--- src/rtl/multi_shift_unit.sv ---
// multi_shift_unit: multi-channel history shifter.
// Each channel keeps the last DEPTH bytes pushed and returns an XLEN-bit
// window of that history, shifted left or right by a saturating amount,
// optionally bit-reversed. Reads are registered with one cycle of latency.
module multi_shift_unit #(
  parameter int XLEN      = 8,
  parameter int DEPTH     = 2,
  parameter int CHANNELS  = 1,
  parameter int AMT_WIDTH = $clog2((DEPTH-1)*XLEN+1),
  parameter int CH_WIDTH  = (CHANNELS > 1) ? $clog2(CHANNELS) : 1
) (
  input  logic                                   clk,
  input  logic                                   rst_n,
  input  logic                                   wr_en,
  input  logic [1:0]                             wr_sel,
  input  logic [CH_WIDTH-1:0]                    wr_ch,
  input  logic [XLEN-1:0]                        wdata,
  input  logic                                   rd_en,
  input  logic [CH_WIDTH-1:0]                    rd_ch,
  output logic [XLEN-1:0]                        rdata,
  output logic                                   rd_valid,
  output logic [CHANNELS*$clog2(DEPTH+1)-1:0]    fill
);

  localparam int FILL_WIDTH = $clog2(DEPTH+1);
  localparam int VEC_WIDTH  = DEPTH*XLEN;
  // Largest shift that still keeps part of the history inside the window.
  localparam int MAX_SHIFT  = (DEPTH-1)*XLEN;

  localparam logic [1:0] SEL_PUSH  = 2'd0;
  localparam logic [1:0] SEL_AMT   = 2'd1;
  localparam logic [1:0] SEL_MODE  = 2'd2;
  localparam logic [1:0] SEL_CLEAR = 2'd3;

  // Per-channel views collected for the shared read path.
  logic [VEC_WIDTH-1:0] ch_vec  [CHANNELS];
  logic [AMT_WIDTH-1:0] ch_amt  [CHANNELS];
  logic [1:0]           ch_mode [CHANNELS];

  genvar gi;
  generate
    for (gi = 0; gi < CHANNELS; gi++) begin : g_ch
      logic [XLEN-1:0]       word_reg [DEPTH];
      logic [AMT_WIDTH-1:0]  amt_reg;
      logic [1:0]            mode_reg;
      logic [FILL_WIDTH-1:0] fill_reg;
      logic [VEC_WIDTH-1:0]  vec;
      logic                  wr_hit;

      // Indices beyond CHANNELS never match any channel, so such writes vanish.
      assign wr_hit = wr_en && (wr_ch == CH_WIDTH'(gi));

      // Channel state: history push, amount, mode and clear.
      always_ff @(posedge clk or negedge rst_n) begin
        if (!rst_n) begin
          for (int k = 0; k < DEPTH; k++) begin
            word_reg[k] <= '0;
          end
          amt_reg  <= '0;
          mode_reg <= '0;
          fill_reg <= '0;
        end else if (wr_hit) begin
          case (wr_sel)
            SEL_PUSH: begin
              for (int k = 0; k < DEPTH-1; k++) begin
                word_reg[k] <= word_reg[k+1];
              end
              word_reg[DEPTH-1] <= wdata;
              if (fill_reg != FILL_WIDTH'(DEPTH)) begin
                fill_reg <= fill_reg + 1'b1;
              end
            end
            SEL_AMT: begin
              amt_reg <= wdata[AMT_WIDTH-1:0];
            end
            SEL_MODE: begin
              mode_reg <= wdata[1:0];
            end
            SEL_CLEAR: begin
              // Amount and mode survive a clear; only the history is wiped.
              for (int k = 0; k < DEPTH; k++) begin
                word_reg[k] <= '0;
              end
              fill_reg <= '0;
            end
            default: begin
            end
          endcase
        end
      end

      // Concatenate history with the newest word in the most significant slot.
      always_comb begin
        vec = '0;
        for (int k = 0; k < DEPTH; k++) begin
          vec[k*XLEN +: XLEN] = word_reg[k];
        end
      end

      assign ch_vec[gi]  = vec;
      assign ch_amt[gi]  = amt_reg;
      assign ch_mode[gi] = mode_reg;
      assign fill[gi*FILL_WIDTH +: FILL_WIDTH] = fill_reg;
    end
  endgenerate

  logic                 rd_ok;
  logic [VEC_WIDTH-1:0] sel_vec;
  logic [AMT_WIDTH-1:0] sel_amt;
  logic [1:0]           sel_mode;
  logic [AMT_WIDTH-1:0] eff_amt;
  logic [XLEN-1:0]      raw_left;
  logic [XLEN-1:0]      raw_right;
  logic [XLEN-1:0]      raw_sel;
  logic [XLEN-1:0]      result_next;
  logic [XLEN-1:0]      rdata_reg;
  logic                 rd_valid_reg;

  // Select the addressed channel and form the shifted, optionally reversed window.
  always_comb begin
    // Extra bit keeps the bound check correct when CHANNELS == 2**CH_WIDTH.
    rd_ok    = rd_en && ({1'b0, rd_ch} < (CH_WIDTH+1)'(CHANNELS));
    sel_vec  = '0;
    sel_amt  = '0;
    sel_mode = '0;
    for (int c = 0; c < CHANNELS; c++) begin
      if (rd_ch == CH_WIDTH'(c)) begin
        sel_vec  = ch_vec[c];
        sel_amt  = ch_amt[c];
        sel_mode = ch_mode[c];
      end
    end
    eff_amt   = (sel_amt > AMT_WIDTH'(MAX_SHIFT)) ? AMT_WIDTH'(MAX_SHIFT) : sel_amt;
    raw_left  = XLEN'((sel_vec << eff_amt) >> MAX_SHIFT);
    raw_right = XLEN'(sel_vec >> eff_amt);
    raw_sel   = sel_mode[0] ? raw_right : raw_left;
    result_next = '0;
    for (int i = 0; i < XLEN; i++) begin
      result_next[i] = sel_mode[1] ? raw_sel[XLEN-1-i] : raw_sel[i];
    end
  end

  // Output register: result captured only on an accepted read, valid pulses once.
  always_ff @(posedge clk or negedge rst_n) begin
    if (!rst_n) begin
      rdata_reg    <= '0;
      rd_valid_reg <= 1'b0;
    end else begin
      rd_valid_reg <= rd_ok;
      if (rd_ok) begin
        rdata_reg <= result_next;
      end
    end
  end

  assign rdata    = rdata_reg;
  assign rd_valid = rd_valid_reg;

endmodule

--- config.mk ---
export PLATFORM = sky130hd
export DESIGN_NAME = multi_shift_unit
export DESIGN_NICKNAME = d
export VERILOG_FILES = /design/src/rtl/multi_shift_unit.sv
export SDC_FILE = /design/constraint.sdc
export NUM_CORES = 1
export LEC_CHECK = 0
export ABC_AREA = 1
export ABC_CLOCK_PERIOD_IN_PS = 4300
export BUFFER_PORTS_ARGS = -buffer_cell sky130_fd_sc_hd__buf_4
export CAP_MARGIN = 20
export CORE_ASPECT_RATIO = 1.4
export CORE_MARGIN = 1.5
export CORE_UTILIZATION = 60
export CTS_CLUSTER_SIZE = 28
export DETAILED_ROUTE_END_ITERATION = 10
export PLACE_DENSITY = 0.9
export SLEW_MARGIN = 20
export SYNTH_ARGS = -nofsm -noshare
export SYNTH_HDL_FRONTEND = slang
export SYNTH_SLANG_ARGS = --single-unit
--- constraint.sdc ---
create_clock -name clk -period 4.3 [get_ports clk]
set_clock_uncertainty 0.15 [all_clocks]
set_input_delay 0.86 -clock clk [delete_from_list [all_inputs] [get_ports clk]]
set_output_delay 0.86 -clock clk [all_outputs]
set_load 0.005 [all_outputs]
==> flow_metrics.py <==
metrics = {
    "synthesis": {
        "synth_seq_area_share_pct": 32.20,
        "synthDistinctLibCells": 22,
        "syn-num-nets": 418,
        "avgSynthCellArea_um2": 6.461,
        "synth_cells": 397,
        "ys_warn_count": 0,
        "ys_ff_latch": 33,
        "synth_area_mm2": 0.002565,
    },
    "floorplanning": {
        "die_height_um": 80.36,
        "start_util_pct": 63.80,
        "num_rows": 27,
        "pin_count": 27,
        "die_w_um": 58.26,
        "core-area_mm2": 0.004020,
        "dieArea_mm2": 0.004682,
    },
    "sta": {
        "tns_ns": 0,
        "rsz0062_at_grt": "no",
        "finalCritPeriodShare_pct": 60.90,
        "hold_viol": 0,
        "worst_pin_slew_ns": 0.5538,
        "final-max-slew-violation-count": 0,
        "setup_viol": 0,
        "relSlewSlack_pct": 63.08,
        "setup_ws_ns": 1.681,
        "min_period_ns": 2.619,
        "timing.hold.ws_ns": 0.3288,
        "fmax_mhz": 381.9,
    },
    "global_routing": {
        "overflow": 0,
        "grt_usage_pct": 31.89,
        "antenna_found_initial": 0,
        "first_global_vias": 2554,
        "grt_max_degree": 34,
        "grt_pass1_wl_mm": 11.49,
    },
    "power_and_ir_drop": {
        "p_int_mw": 0.6813,
        "power_mw": 1.124,
        "switching_share_pct": 39.38,
        "p_switching_mw": 0.4426,
        "p_leak_nw": 1.467,
        "p_clk_share_pct": 21.4,
        "p_seq_share_pct": 40.6,
        "cellPowerDensity_mw_per_mm2": 401.7,
        "combPwrFrac_pct": 38.0,
        "ir_drop_mv": 0.2599,
    },
    "setup_path": {
        "crit_type": "in -> reg",
        "cpLargestDelayFamily": "simple AND/OR/NAND/NOR gates",
        "max_stage_delay_ns": 0.36,
        "cp.required_ns": 4.33,
        "path_cells": "buf_4 -> nor2_8 -> nand2_4 -> inv_2 -> nand3_1 -> nand3_1 -> nand3_1 -> nand3_1 -> nand3_1 -> nand3_1 -> nand2_1",
        "cpMostUsedCell": "nand3_1",
        "worst_ep_arrival_time_ns": 2.65,
        "cp_max_fo": 26,
        "start_kind": "primary input",
        "path_buf_inv": 2,
        "cpMaxStageDelayCell": "inv_2",
        "setup.worst_path.end_class": "register",
    },
    "placement": {
        "port_buffers": 26,
        "dp_slack_ns": 1.414,
        "gp_congestion": 0.9713,
        "place_area_mm2": 0.002708,
        "dpl.hpwl_mm": 5.177,
    },
    "route": {
        "drcViolationCount": 0,
        "postRouteWirelength_mm": 6.623,
        "wl_per_cell_um": 14.59,
        "drtPass1Iterations": 5,
        "routed_via_density": 6.020,
        "ant_nets": 0,
        "drt-initial-drc-count": 194,
        "num_vias": 2733,
    },
    "final_layout": {
        "area_delta_synth_final_pct": 9.073,
        "nets": 432,
        "drive_gt1_share_pct": 11.44,
        "n_antenna_cell": 0,
        "largest_register_ffs": 16,
        "fillers": 374,
        "final_cell_area_mm2": 0.002798,
    },
    "clock_network": {
        "cts_made_buffers": 5,
        "hold_buffers": 0,
        "root_buffer": "clkbuf_8",
        "clk_latency_ns": 0.29,
        "cts_setup_buffers": 0,
        "htreeDepth": 2,
        "cts_tree": "built",
        "cts_max_path_buffers": 2,
        "clock-sinks": 33,
        "cts-resized-gates": 0,
        "clk_pin_slew_ns": 0.07,
    },
    "worst_hold_path": {
        "hold_class": "reg -> reg",
    },
    "status": {
        "outcome": "completed",
    },
    "flow_run": {
        "cap_violations": 0,
    },
}
cells in the mapped netlist:
cell / n / area share [%]
nor2_1: 20 / 2.9
nand3_2: 2 / 0.78
buf_4: 3 / 0.88
buf_6: 3 / 1.3
ha_1: 5 / 2.4
inv_2: 2 / 0.29
o21ai_0: 24 / 4.7
dfrtp_1: 33 / 32
mux2_2: 1 / 0.44
nand2_4: 2 / 0.88
buf_2: 7 / 1.4
nand2_2: 4 / 0.98
o41ai_1: 1 / 0.34
nand2_1: 99 / 14
clkinv_1: 2 / 0.29
a21oi_1: 5 / 0.98
clkbuf_1: 8 / 1.2
inv_1: 30 / 4.4
o211ai_1: 1 / 0.29
o21ai_1: 4 / 0.78
nor2_8: 1 / 0.78
nand3_1: 140 / 27
through the flow:
stage / utilization (%) / cells
floorplan: - / 397
global placement: 67.35 / 447
detailed placement: 67.35 / 447
CTS: 69.59 / 454
global route: 69.59 / 454
finish: 69.59 / 454
power by group through the flow:
stage,Clock (mW),Sequential [mW],Combinational (mW)
after floorplan,0,0.437,0.309
after global placement,0,0.458,0.415
after detailed placement,0,0.463,0.422
after CTS,0.243,0.457,0.424
after global routing,0.252,0.468,0.493
final,0.241,0.457,0.427
cell families after synthesis:
kind of cell    synth area share, %
flops                         32.20
compound gates                7.073
simple gates                  48.15
fa+ha+maj                     2.439
mux                          0.4390
buf+inv                       9.707
area by class of cell:
cell class | instances | area, µm² | share of cell area, %
Clock inverter | 1 | 7.507 | 0.2683
Sequential cell | 33 | 825.8 | 29.52
Clock buffer | 6 | 82.58 | 2.952
Multi-Input combinational cell | 309 | 1490 | 53.26
Timing Repair Buffer | 28 | 210.2 | 7.513
Inverter | 34 | 127.6 | 4.562
Tap cell | 43 | 53.80 | 1.923
path summary, 6_finish.rpt:
path                       slack [ns]  depth (start not counted)                    end                  start
max                              1.68                         11   rdata[5]$_DFFE_PN0P_                  rd_ch
min                              0.33                          2   rdata[7]$_DFFE_PN0P_   rdata[7]$_DFFE_PN0P_
max reg2reg                      1.90                         10   rdata[5]$_DFFE_PN0P_  ch_amt[3]$_DFFE_PN0P_
min reg2reg                      0.33                          2   rdata[7]$_DFFE_PN0P_   rdata[7]$_DFFE_PN0P_
max in group asynchronous        3.35                          1  ch_vec[4]$_DFFE_PN0P_                  rst_n
min in group asynchronous        0.34                          1   rdata[0]$_DFFE_PN0P_                  rst_n
worst min-delay path, delay by kind of cell (launching register included):
kind / cells / cell delay [ns]
flops: 1 / 0.34
simple gates: 2 / 0.10
layer usage:
metal,share of wire [%],global-route usage (%),up-vias
li1,-,-,1354
met1,39,37.87,1230
met2,49,51.35,116
met3,5.4,5.636,33
met4,5.7,21.63,0
met5,0,0,-
layout by cell type, fill, tap and decap left out:
cell type and instances:
a21oi_1 5, buf_4 28, clkbuf_8 6, clkinv_1 2
clkinvlp_4 1, dfrtp_1 33, ha_1 5, inv_1 30
inv_2 2, mux2_2 1, nand2_1 99, nand2_2 4
nand2_4 2, nand3_1 140, nand3_2 2, nor2_1 20
nor2_8 1, o211ai_1 1, o21ai_0 24, o21ai_1 4
o41ai_1 1
(Power assumes the default switching activity.)
